===== config.mk =====
export PLATFORM = sky130hd
export DESIGN_NAME = bp_ctrl
export DESIGN_NICKNAME = d
export VERILOG_FILES = /design/src/rtl/bp_ctrl.sv
export SDC_FILE = /design/constraint.sdc
export NUM_CORES = 1
export LEC_CHECK = 0
export CORE_ASPECT_RATIO = 1.4
export CORE_MARGIN = 2
export CORE_UTILIZATION = 57
export DETAILED_ROUTE_END_ITERATION = 8
export MAX_ROUTING_LAYER = met4
export PLACE_DENSITY = 0.9
export SLEW_MARGIN = 20
export SYNTH_ARGS = -nofsm -noshare
export SYNTH_HDL_FRONTEND = slang
export SYNTH_SLANG_ARGS = --single-unit
export TNS_END_PERCENT = 30

===== constraint.sdc =====
create_clock -name clk -period 5.15 [get_ports clk]
set_clock_uncertainty 0.15 [all_clocks]
set_input_delay 0.7725 -clock clk [delete_from_list [all_inputs] [get_ports clk]]
set_output_delay 0.7725 -clock clk [all_outputs]
set_load 0.005 [all_outputs]

===== src/rtl/bp_ctrl.sv =====
// bp_ctrl: branch-prediction controller. Holds a PC-indexed table of 2-bit
// saturating counters, queues in-flight IF predictions in program order and
// checks each EX resolution against the oldest one. On a mispredict it issues
// a registered redirect and drops the wrong-path queue contents. After reset
// it sweeps the table to "weakly not taken" before accepting work.
module bp_ctrl #(
    parameter int IDX_W = 4,
    parameter int DEPTH = 4
) (
    input  logic        clk,
    input  logic        rst,
    input  logic        pred_valid_i,
    input  logic [31:0] pred_addr_i,
    input  logic        pred_taken_i,
    input  logic [31:0] pred_target_i,
    output logic        bht_taken_o,
    output logic        ready_o,
    input  logic        res_valid_i,
    input  logic        res_taken_i,
    input  logic [31:0] res_target_i,
    input  logic        flush_i,
    output logic        redirect_o,
    output logic [31:0] redirect_addr_o,
    output logic [1:0]  branch_taken_o,
    output logic [15:0] mispredict_cnt_o,
    output logic        busy_init_o,
    output logic        err_o
);

    localparam int PTR_W = $clog2(DEPTH);
    localparam int CNT_W = PTR_W + 1;
    localparam int TBL_N = 1 << IDX_W;
    localparam logic [CNT_W-1:0] DEPTH_C = CNT_W'(DEPTH);

    typedef enum logic {
        ST_INIT,
        ST_RUN
    } state_t;

    state_t             state_q, state_d;
    logic [IDX_W-1:0]   init_idx_q, init_idx_d;
    logic [PTR_W-1:0]   head_q, head_d, tail_q, tail_d;
    logic [CNT_W-1:0]   count_q, count_d;
    logic               redirect_q, redirect_d;
    logic [31:0]        redirect_addr_q, redirect_addr_d;
    logic [1:0]         branch_taken_q, branch_taken_d;
    logic [15:0]        mis_cnt_q, mis_cnt_d;
    logic               err_q, err_d;

    // Counter table and prediction queue storage.
    logic [1:0]         bht_q [TBL_N];
    logic [31:0]        q_addr_q [DEPTH];
    logic               q_taken_q [DEPTH];
    logic [31:0]        q_target_q [DEPTH];

    // Per-cycle control decided in the next-state logic.
    logic               bht_we;
    logic [IDX_W-1:0]   bht_widx;
    logic [1:0]         bht_wdata;
    logic               q_push;
    logic               do_pop;
    logic               do_clear;

    // Head entry of the queue and its comparison against the EX outcome.
    logic [31:0]        h_addr;
    logic               h_taken;
    logic [31:0]        h_target;
    logic [IDX_W-1:0]   h_idx;
    logic [1:0]         h_ctr;
    logic               mispredict;

    assign h_addr     = q_addr_q[head_q];
    assign h_taken    = q_taken_q[head_q];
    assign h_target   = q_target_q[head_q];
    assign h_idx      = h_addr[IDX_W+1:2];
    assign h_ctr      = bht_q[h_idx];
    assign mispredict = (res_taken_i != h_taken) || (res_taken_i && (h_target != res_target_i));

    // The lookup reads the stored counter, so a same-cycle update is not bypassed.
    assign bht_taken_o      = (state_q == ST_RUN) && bht_q[pred_addr_i[IDX_W+1:2]][1];
    assign ready_o          = (state_q == ST_RUN) && (count_q < DEPTH_C);
    assign busy_init_o      = (state_q == ST_INIT);
    assign redirect_o       = redirect_q;
    assign redirect_addr_o  = redirect_addr_q;
    assign branch_taken_o   = branch_taken_q;
    assign mispredict_cnt_o = mis_cnt_q;
    assign err_o            = err_q;

    // Next-state: init sweep, push/pop/clear decisions, training and redirect.
    always_comb begin
        // NOTE: every signal gets a default first so no path leaves one unassigned (no latches).
        state_d         = state_q;
        init_idx_d      = init_idx_q;
        head_d          = head_q;
        tail_d          = tail_q;
        count_d         = count_q;
        redirect_d      = 1'b0;
        redirect_addr_d = redirect_addr_q;
        branch_taken_d  = 2'b00;
        mis_cnt_d       = mis_cnt_q;
        err_d           = err_q;
        bht_we          = 1'b0;
        bht_widx        = '0;
        bht_wdata       = 2'b01;
        q_push          = 1'b0;
        do_pop          = 1'b0;
        do_clear        = 1'b0;

        case (state_q)
            ST_INIT: begin
                bht_we     = 1'b1;
                bht_widx   = init_idx_q;
                bht_wdata  = 2'b01;
                init_idx_d = init_idx_q + 1'b1;
                if (init_idx_q == '1) begin
                    state_d = ST_RUN;
                end
            end
            ST_RUN: begin
                q_push = pred_valid_i && ready_o;
                if (flush_i) begin
                    // Flush discards everything in flight; the trap logic owns the refetch PC.
                    q_push   = 1'b0;
                    do_clear = 1'b1;
                end else if (res_valid_i && (count_q == '0)) begin
                    err_d = 1'b1;
                end else if (res_valid_i) begin
                    bht_we   = 1'b1;
                    bht_widx = h_idx;
                    if (res_taken_i) begin
                        bht_wdata      = (h_ctr == 2'b11) ? 2'b11 : h_ctr + 2'd1;
                        branch_taken_d = 2'b10;
                    end else begin
                        bht_wdata      = (h_ctr == 2'b00) ? 2'b00 : h_ctr - 2'd1;
                        branch_taken_d = 2'b01;
                    end
                    if (mispredict) begin
                        // Everything younger than the head, including this cycle's push, is wrong-path.
                        q_push          = 1'b0;
                        do_clear        = 1'b1;
                        redirect_d      = 1'b1;
                        redirect_addr_d = res_taken_i ? res_target_i : h_addr + 32'd4;
                        mis_cnt_d       = (mis_cnt_q == 16'hFFFF) ? mis_cnt_q : mis_cnt_q + 16'd1;
                    end else begin
                        do_pop = 1'b1;
                    end
                end
            end
            default: state_d = ST_INIT;
        endcase

        if (do_clear) begin
            head_d  = '0;
            tail_d  = '0;
            count_d = '0;
        end else begin
            if (q_push) tail_d = tail_q + 1'b1;
            if (do_pop) head_d = head_q + 1'b1;
            count_d = count_q + CNT_W'(q_push) - CNT_W'(do_pop);
        end
    end

    // Control and output registers; reset restarts the init sweep from any state.
    always_ff @(posedge clk) begin
        // NOTE: sequential state uses non-blocking assignments so all flops update together.
        if (rst) begin
            state_q         <= ST_INIT;
            init_idx_q      <= '0;
            head_q          <= '0;
            tail_q          <= '0;
            count_q         <= '0;
            redirect_q      <= 1'b0;
            redirect_addr_q <= '0;
            branch_taken_q  <= 2'b00;
            mis_cnt_q       <= '0;
            err_q           <= 1'b0;
        end else begin
            state_q         <= state_d;
            init_idx_q      <= init_idx_d;
            head_q          <= head_d;
            tail_q          <= tail_d;
            count_q         <= count_d;
            redirect_q      <= redirect_d;
            redirect_addr_q <= redirect_addr_d;
            branch_taken_q  <= branch_taken_d;
            mis_cnt_q       <= mis_cnt_d;
            err_q           <= err_d;
        end
    end

    // Counter table write port: init sweep or resolution training.
    always_ff @(posedge clk) begin
        // NOTE: storage arrays are not reset; the init sweep and the count/pointers make contents valid.
        if (bht_we) begin
            bht_q[bht_widx] <= bht_wdata;
        end
    end

    // Queue entry write at the tail on an accepted push.
    always_ff @(posedge clk) begin
        if (q_push) begin
            q_addr_q[tail_q]   <= pred_addr_i;
            q_taken_q[tail_q]  <= pred_taken_i;
            q_target_q[tail_q] <= pred_target_i;
        end
    end

endmodule


## After elaboration in Yosys (flattened, before gate mapping)

Memory sizes are Yosys's and may differ from the RTL's. A register that Yosys moved wholly into a read port is not among the register bits.
Cells that the tools add are included.

- Add/subtract/negate cells: 9
- $mul: 0
- Divide/modulo/power cells: 0
- $lt $le $gt $ge: 1
- Equality and inequality tests: 5
- Shifts and indexed selects: 0
- Mux-type cells: 44
- Bitwise operators: 5
- Reduce and logical (&&, ||, !) cells: 14

Operator list:

| operator | number |
|---|---|
| $add A32 B3 Y32 const B | 1 |
| $mux W32 | 1 |
| $ne A32 B32 Y1 | 1 |
| $mux W2 | 13 |
| $mux W1 | 24 |
| $add A16 B1 Y16 const B | 1 |
| $eq A16 B16 Y1 const B | 1 |
| $mux W4 | 3 |
| $pmux W4 S2 | 1 |
| $add A2 B1 Y2 const B | 3 |
| $reduce_and A6 Y1 | 1 |
| $logic_and A1 B1 Y1 | 5 |
| $not A1 Y1 | 5 |
| $reduce_and A5 Y1 | 1 |
| $reduce_or A5 Y1 | 1 |
| $add A4 B1 Y4 const B | 1 |
| $eq A4 B4 Y1 const B | 1 |
| $pmux W2 S2 | 1 |
| $add A3 B1 Y3 | 1 |
| $logic_not A3 Y1 | 1 |
| $lt A3 B3 Y1 const B | 1 |
| $reduce_and A3 Y1 | 1 |
| $reduce_or A3 Y1 | 1 |
| $sub A3 B1 Y3 | 1 |
| other kinds (7) | 7 |

- Bits in registers: 64
- Latch bits: 0
- Bits in writable memories: 292
- ROM bits: 0
- Bits of input ports: 103
- Output and inout port bits: 55
- Word-level logic and storage cells: 92
- Memories: 4

Memories:

| memory | depth | bits a word | read ports | clocked after Yosys merged registers in | write ports | line | RTL |
|---|---|---|---|---|---|---|---|
| q_addr_q | 4 | 32 | 1 | 1 | 1 | 52 | `logic [31:0] q_addr_q [DEPTH];` |
| q_target_q | 4 | 32 | 1 | 1 | 1 | 54 | `logic [31:0] q_target_q [DEPTH];` |
| bht_q | 16 | 2 | 2 | 0 | 1 | 51 | `logic [1:0] bht_q [TBL_N];` |
| q_taken_q | 4 | 1 | 1 | 1 | 1 | 53 | `logic q_taken_q [DEPTH];` |

## Longest topological paths before layout

- Depth after elaboration: 10
- Mapped depth: 21
- Gate-level depth less buffers: 15

## Worst setup path before layout

Ideal clock, no wire load.

- Path type: register to register
- From: register with a tool-made name
- To: memory q_addr_q[0][0] (enable)
- Library setup time: 0.430 ns
- Data arrival time: 3.912 ns
- Required time: 4.570 ns
- Setup slack: 0.658 ns
- Stages on the path, launching flop included: 12
- Path buffers: 3
- Period minus slack after synthesis: 4.492 ns
- Path through: dfxtp_1 > buf_4 > buf_2 > buf_4 > mux2i_1 > nor3_1 > or2_2 > or4_1 > nor4_1 > nand3_1 > nand2_1 > and2_1

RTL lines:

| what | line |
|---|---|
| end, declared | 52 |

==> results.sh <==
export IMPL_status="finished clean"
export IMPL_cts_root_to_sink_buffers=3
export IMPL_detailedPlace_worstSlack_ns=0.655
export IMPL_numPortBuffers=157
export IMPL_setup_worst_path_end_class="flip-flop"
export IMPL_worstMarginPinSlew_ns=1.07
export IMPL_grt_setup_unrepaired="no"
export IMPL_hold_path_class="reg2reg"
export IMPL_fp_dieW_um=144
export IMPL_post_cts_repair_setup_buffers=0
export IMPL_max_cap_violations=0
export IMPL_timing_fmax_ghz=0.223
export IMPL_dp_cells=1530
export IMPL_antenna_violating_nets_post_route=0
export IMPL_post_cts_hold_buffer_count=0
export IMPL_dr_pass1_iters=7
export IMPL_main_flop_type_after_synthesis="edfxtp_1"
export IMPL_detail_route_vias_per_cell=6.34
export IMPL_grt_start_max_net_pins=68
export IMPL_ys_seq_elements=358
export IMPL_area_of_the_core_um2=26900
export IMPL_critical_path_startpoint_type="flip-flop"
export IMPL_vdd_ir_drop_max_uv=348
export IMPL_yosys_warning_count=0
export IMPL_routed_wl_um=38000
export IMPL_syn_cell_area_um2=15700
export IMPL_post_placement_cell_area_um2=17600
export IMPL_cp_max_fo=38
export IMPL_place_congestion=0.921
export IMPL_worstPathArrival_ns=4.73
export IMPL_final_core_utilization=0.688
export IMPL_async_flop_share=0
export IMPL_core_rowCount=71
export IMPL_yosys_cell_types_count=61
export IMPL_post_cts_resized_instances=0
export IMPL_setup_tns_ns=0
export IMPL_routed_wire_length_per_instance_um=23.9
export IMPL_drive_above_1_share=0.0876
export IMPL_post_route_worst_setup_slack_ns=0.666
export IMPL_die_height_um=200
export IMPL_clock_tree_from_tritoncts="done"
export IMPL_clock_input_transition_at_the_sequential_cells_of_the_worst_setup_and_hold_paths_ns=0.07
export IMPL_dr_first_iter_drc_count=948
export IMPL_slew_headroom=0.287
export IMPL_htree_num_levels=1
export IMPL_yosysTopAreaCell="edfxtp_1"
export IMPL_areaGrowthSynthToFinish_pct=18.2
export IMPL_place_hpwl_um=26200
export IMPL_final_period_minus_worst_setup_slack_ns=4.48
export IMPL_slew_viol_final=0
export IMPL_global_route_wire_length_before_repair_um=58000
export IMPL_power_density_nw_per_um2=298
export IMPL_number_of_global_route_vias_before_repair=10100
export IMPL_synth_sequential_area_ratio=0.644
export IMPL_starting_density_of_the_core=0.582
export IMPL_postLayoutCellArea_um2=18500
export IMPL_syn_inst=1045
export IMPL_num_vias=10100
export IMPL_root_buffer="clkbuf_16"
export IMPL_cts_buffers_inserted=31
export IMPL_worstSkewPairLatency_ns=0.56
export IMPL_cts_num_sinks=358
export IMPL_period_share=0.871
export IMPL_synth_top_area_share=0.560
export IMPL_final_setup_violation_count=0
export IMPL_p_leak_uw=0.00583
export IMPL_floorplan_die_area_um2=28800
export IMPL_report_final_hold_viol_count=0
export IMPL_syn_nets=1158
export IMPL_worst_endpoint_required_ns=5.40
export IMPL_finish_net_count=1311
export IMPL_total_grt_usage=0.272
export IMPL_detail_route_drc_violations=0
export IMPL_synthTopCellsByArea="edfxtp_1, dfxtp_1, mux4_1"
export IMPL_antenna_found_initial=1
export IMPL_post_synth_edffs=292
export IMPL_grt_ovfl_total=0
export IMPL_num_io_pins=158
export IMPL_instances_no_fill=1588
export IMPL_critPathKind="reg2reg"
export IMPL_avgSynthCellArea_um2=15.0
==> cell usage after synthesis (4+ instances only) <==
| library cell | instances |
|---|---|
| clkbuf_1 | 32 |
| dfxtp_1 | 66 |
| xor2_1 | 10 |
| o2111ai_1 | 15 |
| ha_1 | 9 |
| nor2b_1 | 4 |
| buf_4 | 7 |
| nand2_1 | 59 |
| edfxtp_1 | 292 |
| and3_1 | 8 |
| buf_12 | 4 |
| mux4_1 | 42 |
| nand4_1 | 19 |
| nand3_1 | 46 |
| nor4_1 | 4 |
| inv_1 | 28 |
| or3_1 | 9 |
| a211oi_1 | 4 |
| nor3_1 | 11 |
| o31ai_1 | 15 |
| mux2i_1 | 36 |
| mux4_2 | 24 |
| buf_2 | 10 |
| and2_1 | 12 |
| xnor2_1 | 49 |
| or4_1 | 15 |
| o21ai_0 | 50 |
| nand2b_1 | 9 |
| a21oi_1 | 57 |
| a31oi_1 | 4 |
| nor2_1 | 44 |
==> logic make-up after synthesis <==
logic type / share of synthesized area
DFF: 0.644
and+or+nand+nor: 0.0886
AOI/OAI and AO/OA: 0.0667
muxes: 0.130
buffers and inverters: 0.0287
xor gates and xnor gates: 0.0330
adders and majority gates: 0.00847
==> cell type report <==
type	instances	area [µm²]
clock buffers	48	850
diodes	1	2.50
fillers	1711	8410
inverters	28	105
multi-input cells	601	5150
clock inverters	9	76.3
well taps	365	457
repair buffers	178	1770
flip-flops and latches	358	10100
==> state kept, by name, summed over array words and instances, names as in the netlist, named ones only <==
name and flops:
q_addr_q 128, q_target_q 128, bht_q 32, redirect_addr_o 32, mispredict_cnt_o 16, init_idx_q 4
q_taken_q 4, count_q 3, branch_taken_o 2, head_q 2, tail_q 2, err_o 1
redirect_o 1, state_q 1
==> cells in the final DEF, fill, tap and decap left out, types with 15 or more instances in the layout <==
master             n
edfxtp_1         292
clkdlybuf4s50_1  155
dfxtp_1           64
nand2_1           59
a21oi_1           57
o21ai_0           50
xnor2_1           49
nand3_1           46
nor2_1            44
mux4_1            42
mux2i_1           36
clkbuf_16         31
inv_1             28
mux4_2            24
nand4_1           19
buf_4             17
clkbuf_1          16
or4_1             15
o2111ai_1         15
==> per-stage QoR <==
stage          hold WS [ns]  power [µW]
2_1_floorplan         0.302        3260
3_3_place_gp          0.297        3410
3_5_place_dp          0.306        3410
4_1_cts               0.314        5550
5_1_grt               0.340        5670
6_report              0.312        5520
==> layer usage <==
layer / part of all wire / up-vias / global-route usage
met1: 0.36 / 4906 / 0.334
met2: 0.50 / 596 / 0.442
met4: 0.053 / 0 / 0.127
li1: - / 4424 / -
met3: 0.086 / 142 / 0.0452
met5: 0 / - / -
==> power breakdown <==
| part | total [µW] | switching [µW] | internal (µW) |
|---|---|---|---|
| Clock | 2170 | 985 | 1180 |
| Combinational | 227 | 125 | 102 |
| Sequential | 3130 | 4.98 | 3120 |
==> final timing paths <==
check             slack (ns)  cells after the start           startpoint                   to
setup reg to reg        0.67                      9            flip-flop            flip-flop
hold / removal          0.31                      2  redirect_addr_o[18]  redirect_addr_o[18]
setup / recovery        0.67                      9            flip-flop            flip-flop
hold reg to reg         0.31                      2  redirect_addr_o[18]  redirect_addr_o[18]
==> critical path, stage by stage (launching register included) <==
cell      delay (ns)
dfxtp_4         0.69
mux4_2          0.59
xnor2_1         0.48
nand4_1         0.17
nor4_1          0.20
nor4b_1         0.58
a31o_2          0.45
buf_4           0.37
a21oi_1         0.14
a311oi_1        0.46
Power figures use the tool's default switching activity.
